<file path="src/rtl/uart_rx.sv">
`default_nettype none
// ============================================================================
//  Module      : uart_rx
//  Description : 8N1 UART receiver. The line is synchronised, the start bit
//                is confirmed at its midpoint, and data and stop bits are
//                sampled at their centres. A good stop bit publishes the byte
//                with a one-cycle newData pulse. A low stop bit produces a
//                one-cycle frameError pulse and leaves the published byte
//                unchanged.
//  Revision    : 1.0 - initial release
// ============================================================================
module uart_rx #(
    parameter int CLOCK_PER_BIT = 434,
    parameter int DATAWIDTH_BUS = 8,
    parameter int STATE_SIZE    = 3
) (
    input  logic                     UART_RX_CLOCK_50,
    input  logic                     UART_RX_RESET_InHigh,
    input  logic                     UART_RX_rx_In,
    input  logic                     UART_RX_LOCK_InHigh,
    output logic [DATAWIDTH_BUS-1:0] UART_RX_data_Out,
    output logic                     UART_RX_newData_Out,
    output logic                     UART_RX_frameError_Out,
    output logic                     UART_RX_busy_Out
);

    localparam int c_CNT_W = $clog2(CLOCK_PER_BIT);
    localparam int c_IDX_W = (DATAWIDTH_BUS > 1) ? $clog2(DATAWIDTH_BUS) : 1;

    // The start bit is checked at its midpoint. Every later bit is sampled
    // one full bit period after the previous sample point.
    localparam logic [c_CNT_W-1:0] c_HALF_CNT = c_CNT_W'((CLOCK_PER_BIT - 1) / 2);
    localparam logic [c_CNT_W-1:0] c_LAST_CNT = c_CNT_W'(CLOCK_PER_BIT - 1);
    localparam logic [c_IDX_W-1:0] c_LAST_IDX = c_IDX_W'(DATAWIDTH_BUS - 1);

    typedef enum logic [STATE_SIZE-1:0] {
        S_IDLE    = STATE_SIZE'(0),
        S_START   = STATE_SIZE'(1),
        S_DATA    = STATE_SIZE'(2),
        S_STOP    = STATE_SIZE'(3),
        S_CLEANUP = STATE_SIZE'(4)
    } state_t;

    state_t                   state_q, state_d;
    logic [c_CNT_W-1:0]       cnt_q, cnt_d;
    logic [c_IDX_W-1:0]       idx_q, idx_d;
    logic [DATAWIDTH_BUS-1:0] shift_q, shift_d;
    logic [DATAWIDTH_BUS-1:0] data_q, data_d;
    logic                     new_q, new_d;
    logic                     ferr_q, ferr_d;
    logic                     rx_meta_q, rx_s_q;

    // Two-flop synchroniser for the asynchronous serial line (idle high).
    always_ff @(posedge UART_RX_CLOCK_50 or posedge UART_RX_RESET_InHigh) begin
        if (UART_RX_RESET_InHigh) begin
            rx_meta_q <= 1'b1;
            rx_s_q    <= 1'b1;
        end else begin
            rx_meta_q <= UART_RX_rx_In;
            rx_s_q    <= rx_meta_q;
        end
    end

    // State, counter, shift register and output registers.
    always_ff @(posedge UART_RX_CLOCK_50 or posedge UART_RX_RESET_InHigh) begin
        if (UART_RX_RESET_InHigh) begin
            state_q <= S_IDLE;
            cnt_q   <= '0;
            idx_q   <= '0;
            shift_q <= '0;
            data_q  <= '0;
            new_q   <= 1'b0;
            ferr_q  <= 1'b0;
        end else begin
            state_q <= state_d;
            cnt_q   <= cnt_d;
            idx_q   <= idx_d;
            shift_q <= shift_d;
            data_q  <= data_d;
            new_q   <= new_d;
            ferr_q  <= ferr_d;
        end
    end

    // Next-state logic. The pulses default low, so each pulse lasts one cycle.
    always_comb begin
        state_d = state_q;
        cnt_d   = cnt_q;
        idx_d   = idx_q;
        shift_d = shift_q;
        data_d  = data_q;
        new_d   = 1'b0;
        ferr_d  = 1'b0;

        unique case (state_q)
            S_IDLE: begin
                cnt_d = '0;
                idx_d = '0;
                // The lock is honoured only here, so a frame already in progress is never aborted.
                if (!rx_s_q && !UART_RX_LOCK_InHigh) begin
                    state_d = S_START;
                end
            end
            S_START: begin
                if (cnt_q == c_HALF_CNT) begin
                    cnt_d = '0;
                    idx_d = '0;
                    // A line that is high again at the midpoint was a glitch.
                    state_d = rx_s_q ? S_IDLE : S_DATA;
                end else begin
                    cnt_d = cnt_q + 1'b1;
                end
            end
            S_DATA: begin
                if (cnt_q == c_LAST_CNT) begin
                    cnt_d          = '0;
                    shift_d[idx_q] = rx_s_q;
                    if (idx_q == c_LAST_IDX) begin
                        idx_d   = '0;
                        state_d = S_STOP;
                    end else begin
                        idx_d = idx_q + 1'b1;
                    end
                end else begin
                    cnt_d = cnt_q + 1'b1;
                end
            end
            S_STOP: begin
                if (cnt_q == c_LAST_CNT) begin
                    cnt_d   = '0;
                    state_d = S_CLEANUP;
                    if (rx_s_q) begin
                        data_d = shift_q;
                        new_d  = 1'b1;
                    end else begin
                        ferr_d = 1'b1;
                    end
                end else begin
                    cnt_d = cnt_q + 1'b1;
                end
            end
            S_CLEANUP: begin
                // Wait here for the line to go high, so a held break is not decoded as repeated frames.
                cnt_d = '0;
                if (rx_s_q) begin
                    state_d = S_IDLE;
                end
            end
            default: begin
                state_d = S_IDLE;
                cnt_d   = '0;
                idx_d   = '0;
            end
        endcase
    end

    assign UART_RX_data_Out       = data_q;
    assign UART_RX_newData_Out    = new_q;
    assign UART_RX_frameError_Out = ferr_q;
    assign UART_RX_busy_Out       = (state_q != S_IDLE);

endmodule
`default_nettype wire

</file>
<file path="config.mk">
export PLATFORM = sky130hd
export DESIGN_NAME = uart_rx
export DESIGN_NICKNAME = d
export VERILOG_FILES = /design/src/rtl/uart_rx.sv
export SDC_FILE = /design/constraint.sdc
export NUM_CORES = 1
export LEC_CHECK = 0
export ABC_AREA = 1
export BUFFER_PORTS_ARGS = -buffer_cell sky130_fd_sc_hd__buf_2
export CORE_MARGIN = 5
export CORE_UTILIZATION = 45
export CTS_CLUSTER_SIZE = 28
export DETAILED_ROUTE_END_ITERATION = 8
export PLACE_DENSITY = 0.6
export SYNTH_ARGS = -nofsm -noshare
export SYNTH_HDL_FRONTEND = slang
export SYNTH_SLANG_ARGS = --single-unit
</file>
<file path="constraint.sdc">
create_clock -name UART_RX_CLOCK_50 -period 1.6 [get_ports UART_RX_CLOCK_50]
set_input_delay 0.32 -clock UART_RX_CLOCK_50 [delete_from_list [all_inputs] [get_ports UART_RX_CLOCK_50]]
set_output_delay 0.32 -clock UART_RX_CLOCK_50 [all_outputs]
set_load 0.005 [all_outputs]
</file>
==> results.json <==
{
  "antenna_found_initial": 0,
  "worst_slew_pin_slew_ns": 0.423,
  "fp.dieW_um": 72.9,
  "synthMuxAreaShare_pct": 0,
  "diodes": 0,
  "synthArstFlopShare_pct": 100,
  "coreArea_um2": 3740,
  "synth.area.top_cells": "dfrtp_1, nand2_1, nand3_1",
  "synth_ff_type": "dfrtp_1",
  "slew_viol_final": 0,
  "drcViolationCount": 0,
  "cap_violations": 0,
  "synth_nets": 231,
  "areaGrowthSynthToFinish_pct": 17.7,
  "routed_wirelength_um": 3420,
  "p_total_uw": 2770,
  "synth_simple_gate_area_share_pct": 36.4,
  "worstSkewPairLatency_ns": 0.28,
  "drtIter0Drc": 87,
  "start_kind": "flip-flop",
  "slew_headroom_pct": 71.8,
  "grt_pass1_vias": 1273,
  "synth_most_common_cell": "nand2_1",
  "hold_path_class": "input pin to asynchronous set/reset pin",
  "fin_ws_ns": 0.113,
  "finalCritPeriodShare_pct": 92.9,
  "fmax_mhz": 673,
  "avgSynthCellArea_um2": 8.03,
  "place.gp.congestion": 0.863,
  "cts_made_buffers": 5,
  "netlist_area_um2": 1780,
  "clkTransAtPathRegs_ns": 0.07,
  "end_kind": "flip-flop",
  "period_minus_slack_ns": 1.49,
  "start_util_pct": 47.6,
  "first_pass_iters": 4,
  "crit_fanout": 6,
  "grtUsageTotal_pct": 14.0,
  "setup_violations": 0,
  "cts_buffer_depth": 2,
  "p_leak_uw": 0.00115,
  "synthAdderAreaFrac_pct": 3.51,
  "vias": 1408,
  "avgRoutedWirePerCell_um": 11.5,
  "yosys.area.top_type": "dfrtp_1",
  "fin_hold_ws_ns": 0.112,
  "ant_nets": 0,
  "skew_ns": 0.00927,
  "post-dp-hpwl_um": 2370,
  "cts_tree": "yes",
  "layout.nets": 257,
  "die_area_um2": 5320,
  "synth_cells": 222,
  "clockRootBuffer": "clkbuf_8",
  "stdcell_area_um2": 2100,
  "critical_path_required_ns": 1.83,
  "pre_cts_ws_ns": 0.0671,
  "die_y_um": 72.9,
  "synth_top_family_by_area": "simple AND/OR/NAND/NOR gates",
  "hold_viol": 0,
  "placed_area_um2": 1920,
  "synth_compound_area_share_pct": 2.67,
  "io_pins": 15,
  "synth_xor_area_share_pct": 0.983,
  "cts_sinks": 35,
  "synthDistinctLibCells": 27,
  "grt_pass1_wl_um": 5820,
  "synth.top_cell.area_share_pct": 46.3,
  "drive_above_1_share_pct": 20.9,
  "hold_buffers": 0,
  "ys_ff_latch": 35,
  "rsz0062_at_grt": "yes",
  "seq_area_frac_synth_pct": 49.3,
  "worstSetupPathType": "flip-flop to flip-flop",
  "rows": 22,
  "vias_per_cell": 4.74,
  "grt_max_degree": 36,
  "status": "completed",
  "synthTopCellsByCount": "nand2_1, dfrtp_1, nand3_1, nor2_1, inv_1",
  "synth_edf_count": 0,
  "power.density_nw_per_um2": 1320,
  "peakVddDrop_v": 0.000891,
  "yosysWarningCount": 0,
  "cts_max_level": 2,
  "critPathArrivalTime_ns": 1.71,
  "grt_overflow": 0,
  "io_buffer_count": 14
}
-- routing by layer --
metal | vias to the layer above | share of wire, % | track usage, % | routed length [um]
li1 | 761 | - | - | -
met1 | 622 | 53 | 20.8 | 1820
met2 | 20 | 41 | 18.9 | 1410
met3 | 5 | 4.1 | 3.03 | 140
met4 | 0 | 1.6 | 6.76 | 53
met5 | - | 0 | 0 | 0
-- stage by stage --
stage	instances	utilization [%]	setup TNS, ns
2_1_floorplan	222	-	0
3_3_place_gp	285	51.2	0
3_5_place_dp	285	51.2	0
5_1_grt	297	56.0	-0.0768
6_report	297	56.0	0
4_1_cts	293	54.2	0
-- registers in the layout (all words and copies together), names as in the netlist --
signal / cells
cnt_q: 9
rx_s_q: 1
rx_meta_q: 1
state_q: 3
UART_RX_newData_Out: 1
shift_q: 8
idx_q: 3
UART_RX_frameError_Out: 1
UART_RX_data_Out: 8
-- logic make-up after synthesis --
family / after synthesis
simple gates: 141
flops: 35
buf+inv: 30
compound gates: 9
fa+ha+maj: 5
xor+xnor: 2
-- placed cells by master (no fill, tap or decap), types with 2 or more instances in the layout --
cell type | netlist | final
nor2_1 | 22 | 22
a21oi_1 | 4 | 3
nor2_4 | 1 | 2
dfstp_2 | 2 | 2
inv_1 | 20 | 19
o21ai_1 | 3 | 3
nand3_1 | 22 | 22
buf_4 | 0 | 5
dfrtp_1 | 33 | 32
nand2_2 | 3 | 4
buf_2 | 2 | 14
ha_1 | 5 | 4
nand4_1 | 10 | 10
nor3_1 | 4 | 4
nand2_1 | 72 | 71
inv_2 | 6 | 6
clkbuf_8 | 0 | 5
nor2_2 | 2 | 2
-- final timing paths --
path                                                       end                  from  slack, ns  cells past startpoint
max                            UART_RX_data_Out[0]$_DFFE_PP0P_    cnt_q[1]$_DFF_PP0_       0.11                      8
min                            UART_RX_data_Out[4]$_DFFE_PP0P_  UART_RX_RESET_InHigh       0.11                      3
max reg2reg                    UART_RX_data_Out[0]$_DFFE_PP0P_    cnt_q[1]$_DFF_PP0_       0.11                      8
min reg2reg                                   rx_s_q$_DFF_PP1_   rx_meta_q$_DFF_PP1_       0.36                      0
max in group asynchronous                   cnt_q[0]$_DFF_PP0_  UART_RX_RESET_InHigh       1.15                      3
min in group UART_RX_CLOCK_50              rx_meta_q$_DFF_PP1_         UART_RX_rx_In       0.13                      1
-- layout make-up --
class | count | area, um2
Clock buffer | 5 | 68.8
Clock inverter | 3 | 43.8
Fill cell | 376 | 1650
Inverter | 27 | 106
Multi-Input combinational cell | 159 | 825
Sequential cell | 35 | 880
Tap cell | 48 | 60.1
Timing Repair Buffer | 19 | 108
Timing Repair inverter | 1 | 6.26
-- critical path: stages (launching register included) --
cell	delay (ns)
dfrtp_1	0.40
inv_2	0.09
ha_4	0.13
nand4_1	0.15
nor3_4	0.30
nand2_4	0.15
inv_4	0.12
nand2_1	0.05
nand2_1	0.05
-- repair_timing --
action / in CTS / in global routing
setup endpoints to repair: 0 / 21
resized for setup: 0 / 12
setup buffers: 0 / 1
-- report_power, final --
part           internal (uW)  leakage [uW]  switching, uW
Clock                    463     0.0000581            309
Combinational            306      0.000620            606
Sequential               977      0.000474            113
Note: power is estimated with default switching activity, not from simulation.
